===== src/rtl/npu_result_drain_arb_pkg.sv =====
// Shared constants and drain FSM encoding for the result-cache drain arbiter.
package npu_result_drain_arb_pkg;

   localparam int NPU_NUM_LANES = 8;
   localparam int NPU_LANE_W    = $clog2(NPU_NUM_LANES);

   typedef enum logic [3:0] {
      DRAIN_IDLE = 4'b0001,
      DRAIN_ARB  = 4'b0010,
      DRAIN_READ = 4'b0100,
      DRAIN_DONE = 4'b1000
   } drain_state_e;

   // Lane-id width that stays legal for a single-lane build.
   function automatic int lane_w(input int n);
      return (n > 1) ? $clog2(n) : 1;
   endfunction

endpackage


===== src/rtl/npu_result_drain_arb_if.sv =====
// Write-back stream (valid/ready) carrying result words tagged with source lane and burst end.
interface npu_result_drain_arb_if
   import npu_result_drain_arb_pkg::*;
#(
   parameter int DATA_W = 32,
   parameter int LANE_W = NPU_LANE_W
) ();

   logic              m_valid;
   logic              m_ready;
   logic [DATA_W-1:0] m_data;
   logic [LANE_W-1:0] m_lane;
   logic              m_last;

   modport master (output m_valid, m_data, m_lane, m_last, input m_ready);
   modport slave  (input m_valid, m_data, m_lane, m_last, output m_ready);

endinterface


===== src/rtl/npu_result_drain_arb_skid_fifo.sv =====
// Two-entry FIFO for returned result words; exposes occupancy and pop for read-credit math.
module npu_skid_fifo #(
   parameter int W = 36
) (
   input  logic         clk,
   input  logic         rst,
   input  logic         push_i,
   input  logic [W-1:0] wdata_i,
   input  logic         ready_i,
   output logic         valid_o,
   output logic [W-1:0] rdata_o,
   output logic         pop_o,
   output logic [1:0]   occ_o
);

   logic [W-1:0] mem_q [2];
   logic         wr_ptr_q;
   logic         rd_ptr_q;
   logic [1:0]   occ_q;

   assign valid_o = (occ_q != 2'd0);
   assign pop_o   = valid_o & ready_i;
   assign rdata_o = mem_q[rd_ptr_q];
   assign occ_o   = occ_q;

   always_ff @(posedge clk) begin
      if (rst) begin
         wr_ptr_q <= 1'b0;
         rd_ptr_q <= 1'b0;
         occ_q    <= '0;
      end else begin
         if (push_i) begin
            mem_q[wr_ptr_q] <= wdata_i;
            wr_ptr_q        <= ~wr_ptr_q;
         end
         if (pop_o) begin
            rd_ptr_q <= ~rd_ptr_q;
         end
         occ_q <= occ_q + {1'b0, push_i} - {1'b0, pop_o};
      end
   end

endmodule


===== src/rtl/npu_result_drain_arb.sv =====
// Round-robin drain of the result-cache lanes onto one write-back stream.
// Optional NPU_DRAIN_PERF_EN adds a saturating stall_cnt output.
module npu_result_drain_arb
   import npu_result_drain_arb_pkg::*;
#(
   parameter int NUM_LANES = NPU_NUM_LANES,
   parameter int DATA_W    = 32,
   parameter int BURST_LEN = 16
) (
   input  logic                        clk,
   input  logic                        rst,
   input  logic                        save_sop,
   output logic [NUM_LANES-1:0]        lane_rd_en,
   input  logic [NUM_LANES*DATA_W-1:0] lane_rd_data,
   output logic [NUM_LANES-1:0]        rd_eop,
   npu_result_drain_arb_if.master      m,
   output logic                        busy,
   output logic                        done
`ifdef NPU_DRAIN_PERF_EN
   ,
   output logic [15:0]                 stall_cnt
`endif
);

   localparam int LW = lane_w(NUM_LANES);
   localparam int CW = $clog2(BURST_LEN) + 1;
   localparam int FW = LW + 1 + DATA_W;

   drain_state_e         state_q;
   logic [NUM_LANES-1:0] pending_q;
   logic [LW-1:0]        rr_ptr_q;
   logic [LW-1:0]        grant_q;
   logic [CW-1:0]        beat_cnt_q;
   logic [CW-1:0]        issued_q;
   logic                 inflight_q;
   logic [NUM_LANES-1:0] rd_eop_q;

   logic [NUM_LANES-1:0] grant_oh;
   logic [NUM_LANES-1:0] pending_left;
   logic [LW-1:0]        pick;
   logic [LW-1:0]        cand;
   logic                 pick_found;

   logic                 fifo_valid;
   logic                 fifo_pop;
   logic [1:0]           fifo_occ;
   logic [FW-1:0]        fifo_wdata;
   logic [FW-1:0]        fifo_rdata;
   logic [LW-1:0]        head_lane;
   logic                 head_last;
   logic [DATA_W-1:0]    head_data;

   logic [2:0]           credit_sum;
   logic                 credit_ok;
   logic                 issue;
   logic                 last_hs;

   always_comb begin
      grant_oh = '0;
      for (int unsigned i = 0; i < NUM_LANES; i++) begin
         grant_oh[i] = (grant_q == LW'(i));
      end
   end

   assign pending_left = pending_q & ~grant_oh;

   always_comb begin
      pick       = '0;
      cand       = '0;
      pick_found = 1'b0;
      for (int unsigned off = 0; off < NUM_LANES; off++) begin
         cand = LW'((32'(rr_ptr_q) + off) % 32'(NUM_LANES));
         if (!pick_found && pending_q[cand]) begin
            pick       = cand;
            pick_found = 1'b1;
         end
      end
   end

   // A read issued now lands one cycle later, so FIFO slots must be free after this cycle's pop.
   assign credit_sum = {1'b0, fifo_occ} + {2'b00, inflight_q};
   assign credit_ok  = credit_sum < (3'd2 + {2'b00, fifo_pop});
   assign issue      = (state_q == DRAIN_READ) && (issued_q < CW'(BURST_LEN)) && credit_ok;
   assign lane_rd_en = {NUM_LANES{issue}} & grant_oh;

   assign fifo_wdata = {grant_q, (beat_cnt_q == CW'(BURST_LEN - 1)),
                        lane_rd_data[32'(grant_q) * DATA_W +: DATA_W]};

   npu_skid_fifo #(.W(FW)) u_fifo (
      .clk     (clk),
      .rst     (rst),
      .push_i  (inflight_q),
      .wdata_i (fifo_wdata),
      .ready_i (m.m_ready),
      .valid_o (fifo_valid),
      .rdata_o (fifo_rdata),
      .pop_o   (fifo_pop),
      .occ_o   (fifo_occ)
   );

   assign {head_lane, head_last, head_data} = fifo_rdata;
   assign last_hs   = fifo_pop & head_last;

   assign m.m_valid = fifo_valid;
   assign m.m_data  = head_data & {DATA_W{fifo_valid}};
   assign m.m_lane  = head_lane & {LW{fifo_valid}};
   assign m.m_last  = head_last & fifo_valid;

   assign rd_eop = rd_eop_q;
   assign busy   = (state_q != DRAIN_IDLE);
   assign done   = (state_q == DRAIN_DONE);

   always_ff @(posedge clk) begin
      if (rst) begin
         state_q    <= DRAIN_IDLE;
         pending_q  <= '0;
         rr_ptr_q   <= '0;
         grant_q    <= '0;
         beat_cnt_q <= '0;
         issued_q   <= '0;
         inflight_q <= 1'b0;
         rd_eop_q   <= '0;
      end else begin
         rd_eop_q   <= '0;
         inflight_q <= issue;
         if (inflight_q) begin
            beat_cnt_q <= beat_cnt_q + 1'b1;
         end
         if (issue) begin
            issued_q <= issued_q + 1'b1;
         end
         case (state_q)
            DRAIN_IDLE: begin
               if (save_sop) begin
                  pending_q <= '1;
                  state_q   <= DRAIN_ARB;
               end
            end
            DRAIN_ARB: begin
               grant_q    <= pick;
               beat_cnt_q <= '0;
               issued_q   <= '0;
               state_q    <= DRAIN_READ;
            end
            DRAIN_READ: begin
               if (last_hs) begin
                  pending_q <= pending_left;
                  rd_eop_q  <= grant_oh;
                  rr_ptr_q  <= (grant_q == LW'(NUM_LANES - 1)) ? '0 : grant_q + 1'b1;
                  state_q   <= (pending_left != '0) ? DRAIN_ARB : DRAIN_DONE;
               end
            end
            DRAIN_DONE: state_q <= DRAIN_IDLE;
            default:    state_q <= DRAIN_IDLE;
         endcase
      end
   end

`ifdef NPU_DRAIN_PERF_EN
   logic [15:0] stall_cnt_q;

   always_ff @(posedge clk) begin
      if (rst) begin
         stall_cnt_q <= '0;
      end else if ((state_q == DRAIN_IDLE) && save_sop) begin
         stall_cnt_q <= '0;
      end else if (busy && fifo_valid && !m.m_ready && (stall_cnt_q != 16'hFFFF)) begin
         stall_cnt_q <= stall_cnt_q + 16'd1;
      end
   end

   assign stall_cnt = stall_cnt_q;
`endif

endmodule

===== src/flat_wrapper.sv =====
// flat-port wrapper written by rule: the top's interface ports become plain ports
module npu_result_drain_arb_flat import npu_result_drain_arb_pkg::*;
#(
   parameter int NUM_LANES = NPU_NUM_LANES,
   parameter int DATA_W    = 32,
   parameter int BURST_LEN = 16
)
  (clk, rst, save_sop, lane_rd_en, lane_rd_data, rd_eop, busy, done, m_m_valid, m_m_data, m_m_lane, m_m_last, m_m_ready);
  npu_result_drain_arb_if #(.DATA_W(DATA_W)) m_i ();
  input  logic clk;
  input  logic rst;
  input  logic save_sop;
  output logic [NUM_LANES-1:0] lane_rd_en;
  input  logic [NUM_LANES*DATA_W-1:0] lane_rd_data;
  output logic [NUM_LANES-1:0] rd_eop;
  output logic busy;
  output logic done;
  output wire logic [$bits(m_i.m_valid)-1:0] m_m_valid;
  output wire logic [$bits(m_i.m_data)-1:0] m_m_data;
  output wire logic [$bits(m_i.m_lane)-1:0] m_m_lane;
  output wire logic [$bits(m_i.m_last)-1:0] m_m_last;
  input wire logic [$bits(m_i.m_ready)-1:0] m_m_ready;
  assign m_m_valid = m_i.m_valid;
  assign m_m_data = m_i.m_data;
  assign m_m_lane = m_i.m_lane;
  assign m_m_last = m_i.m_last;
  assign m_i.m_ready = m_m_ready;
  npu_result_drain_arb #(.NUM_LANES(NUM_LANES), .DATA_W(DATA_W), .BURST_LEN(BURST_LEN)) u_core (.clk(clk), .rst(rst), .save_sop(save_sop), .lane_rd_en(lane_rd_en), .lane_rd_data(lane_rd_data), .rd_eop(rd_eop), .m(m_i), .busy(busy), .done(done));
endmodule

===== config.mk =====
export PLATFORM = sky130hd
export DESIGN_NAME = npu_result_drain_arb_flat
export DESIGN_NICKNAME = d
export VERILOG_FILES = /design/src/rtl/npu_result_drain_arb_pkg.sv /design/src/rtl/npu_result_drain_arb_if.sv /design/src/rtl/npu_result_drain_arb_skid_fifo.sv /design/src/rtl/npu_result_drain_arb.sv /design/src/flat_wrapper.sv
export SDC_FILE = /design/constraint.sdc
export NUM_CORES = 1
export LEC_CHECK = 0
export ABC_AREA = 1
export ABC_CLOCK_PERIOD_IN_PS = 8400
export CELL_PAD_IN_SITES_DETAIL_PLACEMENT = 1
export CELL_PAD_IN_SITES_GLOBAL_PLACEMENT = 1
export CORE_MARGIN = 2
export CORE_UTILIZATION = 32
export CTS_CLUSTER_SIZE = 20
export DETAILED_ROUTE_END_ITERATION = 10
export PLACE_DENSITY_LB_ADDON = 0.05
export SETUP_SLACK_MARGIN = 0.02
export SLEW_MARGIN = 15
export SYNTH_ARGS = -nofsm -noshare
export SYNTH_HDL_FRONTEND = slang
export SYNTH_SLANG_ARGS = --single-unit

===== constraint.sdc =====
create_clock -name clk -period 8.4 [get_ports clk]
set_clock_uncertainty 0.15 [all_clocks]
set_input_delay 0.84 -clock clk [delete_from_list [all_inputs] [get_ports clk]]
set_output_delay 0.84 -clock clk [all_outputs]
set_load 0.05 [all_outputs]

==> impl_metrics.toml <==
[status]
status = "completed"

[sta]
slew_headroom_pct = 26.3
finalWorstPathRequiredPeriod_ps = 4500
worstMarginPinSlew_ps = 1100
setup_ws_ps = 3900
finalHoldViolCount = 0
grt_setup_unrepaired = "false"
finalCritPeriodShare_pct = 53.5
fmax_mhz = 222
drv_slew = 0
setup_violations = 0
setup_tns_ps = 0

[worst_setup_path]
worstPathRequired_ps = 7410
slowest_stage = "clkinv_2"
max_stage_delay_ps = 840
startpoint_type = "flip-flop"
crit_path_end_kind = "output port"
crit_chain = "clkinv_2, ha_1, nand2_1, nor2_1, clkdlybuf4s50_1"
crit_type = "reg2out"
critPathMaxFanout = 69
worstPathArrival_ps = 3510

[clock_network]
cts_buffers = 17
cts_tree = "yes"
clkTransAtPathRegs_ps = 50
cts-resized-gates = 0
hold_buffers = 0
post_cts_buffers = 0
cts_sinks = 114
clk_latency_ps = 410
cts_root_buf = "clkbuf_16"
h-tree-depth = 4
clock_path_buffers = 2

[grt]
grt_max_degree = 76
grt_pass1_vias = 8204
overflow = 0
track_usage_pct = 25.8
grt_pass1_wl_um = 47200
antenna_found_initial = 2

[synthesis]
synthesis.area_um2 = 7270
synthSimpleGateAreaFrac_pct = 28.1
ys_ff_latch = 114
ys_types = 42
synth-seq-area-share_pct = 41.3
ys_async_sr_fraction_pct = 0
muxShareOfSynthArea_pct = 0
syn-num-nets = 1286
synth_compound_area_share_pct = 21.0
synth_flop_cell = "edfxtp_1"
yosys_warnings = 0
synthXorXnorAreaFrac_pct = 0.723
yosysTopAreaCellShare_pct = 29.7
synthTopCellsByArea = "edfxtp_1 30%, nor2_1 14%, dfxtp_1 12%"
synth_common_cells = "273 x nor2_1, 148 x nand2_1, 144 x o21ai_0"
synth_top_family_by_area = "simple AND/OR/NAND/NOR gates"
synthMostInstantiatedCell = "nor2_1"
synthAdderAreaFrac_pct = 2.58
synthCells = 1011
synth_edf_count = 72
syn_area_per_cell_um2 = 7.19
yosysTopAreaCell = "edfxtp_1"

[die]
die_w_um = 155
die_y_um = 155
rows = 55
initial_core_util_pct = 32.3
die-area_um2 = 23900
io_pins = 315
core_um2 = 22500

[detailed_routing]
drt-pass1-iter-count = 4
drc = 0
final_antenna_net_count = 0
detail_route.wl_per_cell_um = 19.6
wirelength_um = 31000
vias_per_cell = 5.10
drt-initial-drc-count = 453
vias = 8074

[hold_path]
hold_path.class = "reg2reg"

[power_and_ir_drop]
ir_drop_mv = 0.182
leakage_uw = 0.00422
p_per_area_nw_per_um2 = 224

[place]
place_hpwl_um = 24000
portBuffers = 314
detailedPlace.worstSlack_ps = 4320
dpl_cell_area_um2 = 10600
place_congestion = 0.869

[flow_run]
drv_cap = 0

[cells_and_area]
area_growth_pct = 52.8
nets = 1559
drive_above_1_share_pct = 6.32
final_cell_area_um2 = 11100
n_fill_cell = 2766
==> sequential cells by signal, summed over array words and instances (netlist names), named ones only <==
register	flops
u_core.rd_eop	8
u_core.u_fifo.occ_o	2
u_core.inflight_q	1
u_core.beat_cnt_q	5
u_core.rr_ptr_q	3
u_core.pending_q	8
u_core.state_q	4
u_core.u_fifo.mem_q	72
u_core.issued_q	5
u_core.grant_q	3
u_core.u_fifo.rd_ptr_q	1
u_core.u_fifo.wr_ptr_q	1
==> where the power goes <==
group	leakage (uW)	internal (uW)	total, uW	switching, uW
Clock	0.000266	408	652	244
Combinational	0.00296	389	1100	714
Sequential	0.000993	654	731	77.1
Total	0.00422	1450	2490	1040
==> metal layers <==
| layer | vias up | track usage [%] | share of wire, % |
|---|---|---|---|
| met5 | - | 0 | 0 |
| met4 | 0 | 6.31 | 1.5 |
| met3 | 28 | 5.60 | 4.9 |
| met2 | 216 | 45.0 | 50 |
| met1 | 3842 | 32.5 | 44 |
| li1 | 3988 | - | - |
==> kinds of logic (layout without fill, tap and decap cells) <==
group | count (synthesis) | after routing
flip-flops | 114 | 114
adder cells (fa/ha/maj) | 15 | 15
XOR/XNOR | 6 | 6
other | 0 | 2
buffers and inverters | 115 | 401
AND/OR/NAND/NOR | 484 | 484
AO/OA/AOI/OAI | 277 | 277
==> area by class of cell <==
| type | instances | area, um2 | area share, % |
|---|---|---|---|
| well taps | 285 | 357 | 3.21 |
| clock inverters | 12 | 91.3 | 0.822 |
| inverters | 48 | 186 | 1.68 |
| flip-flops and latches | 114 | 3010 | 27.1 |
| clock buffers | 20 | 447 | 4.02 |
| multi-input cells | 782 | 3820 | 34.4 |
| repair buffers | 321 | 3200 | 28.8 |
| diodes | 2 | 5.00 | 0.0450 |
==> critical path, delay by kind of cell (launching register included) <==
kind          cells  cell delay [ps]
fa+ha+maj         1              520
buf+inv           2             1550
flops             1              830
simple gates      2              190
==> worst paths after layout <==
| path | from | end | slack (ps) | cells after the start |
|---|---|---|---|---|
| setup / recovery | u_core.grant_q[0]$_SDFFE_PP0P_ | lane_rd_en[0] | 3900 | 5 |
| hold reg to reg | u_core.issued_q[4]$_SDFFE_PP0N_ | u_core.issued_q[4]$_SDFFE_PP0N_ | 330 | 2 |
| hold / removal | u_core.issued_q[4]$_SDFFE_PP0N_ | u_core.issued_q[4]$_SDFFE_PP0N_ | 330 | 2 |
| setup reg to reg | u_core.grant_q[0]$_SDFFE_PP0P_ | u_core.u_fifo.mem_q[1][22]$_DFFE_PP_ | 4880 | 4 |
==> layout by cell type (no fill, tap or decap), types with 6 or more instances in the layout <==
cell,count
clkinv_2,6
o21ai_0,144
clkdlybuf4s50_1,314
inv_1,35
a31oi_1,37
o22ai_1,32
clkbuf_16,17
buf_4,7
a21oi_1,48
nand2_2,6
nand3_1,20
ha_1,15
edfxtp_1,72
nor2_1,272
nand3_2,11
inv_2,9
nand2_1,148
dfxtp_1,39
nor3_1,6
==> per-stage QoR <==
step	util (%)	total power [uW]	hold WS, ps	cells
after floorplan	-	1410	275	1011
after global placement	47.0	1830	279	1550
after detailed placement	47.0	1850	299	1550
after CTS	49.4	2500	322	1582
after global routing	49.4	2620	343	1584
final	49.4	2490	326	1584
No activity file was read; power rests on OpenSTA's default activity.
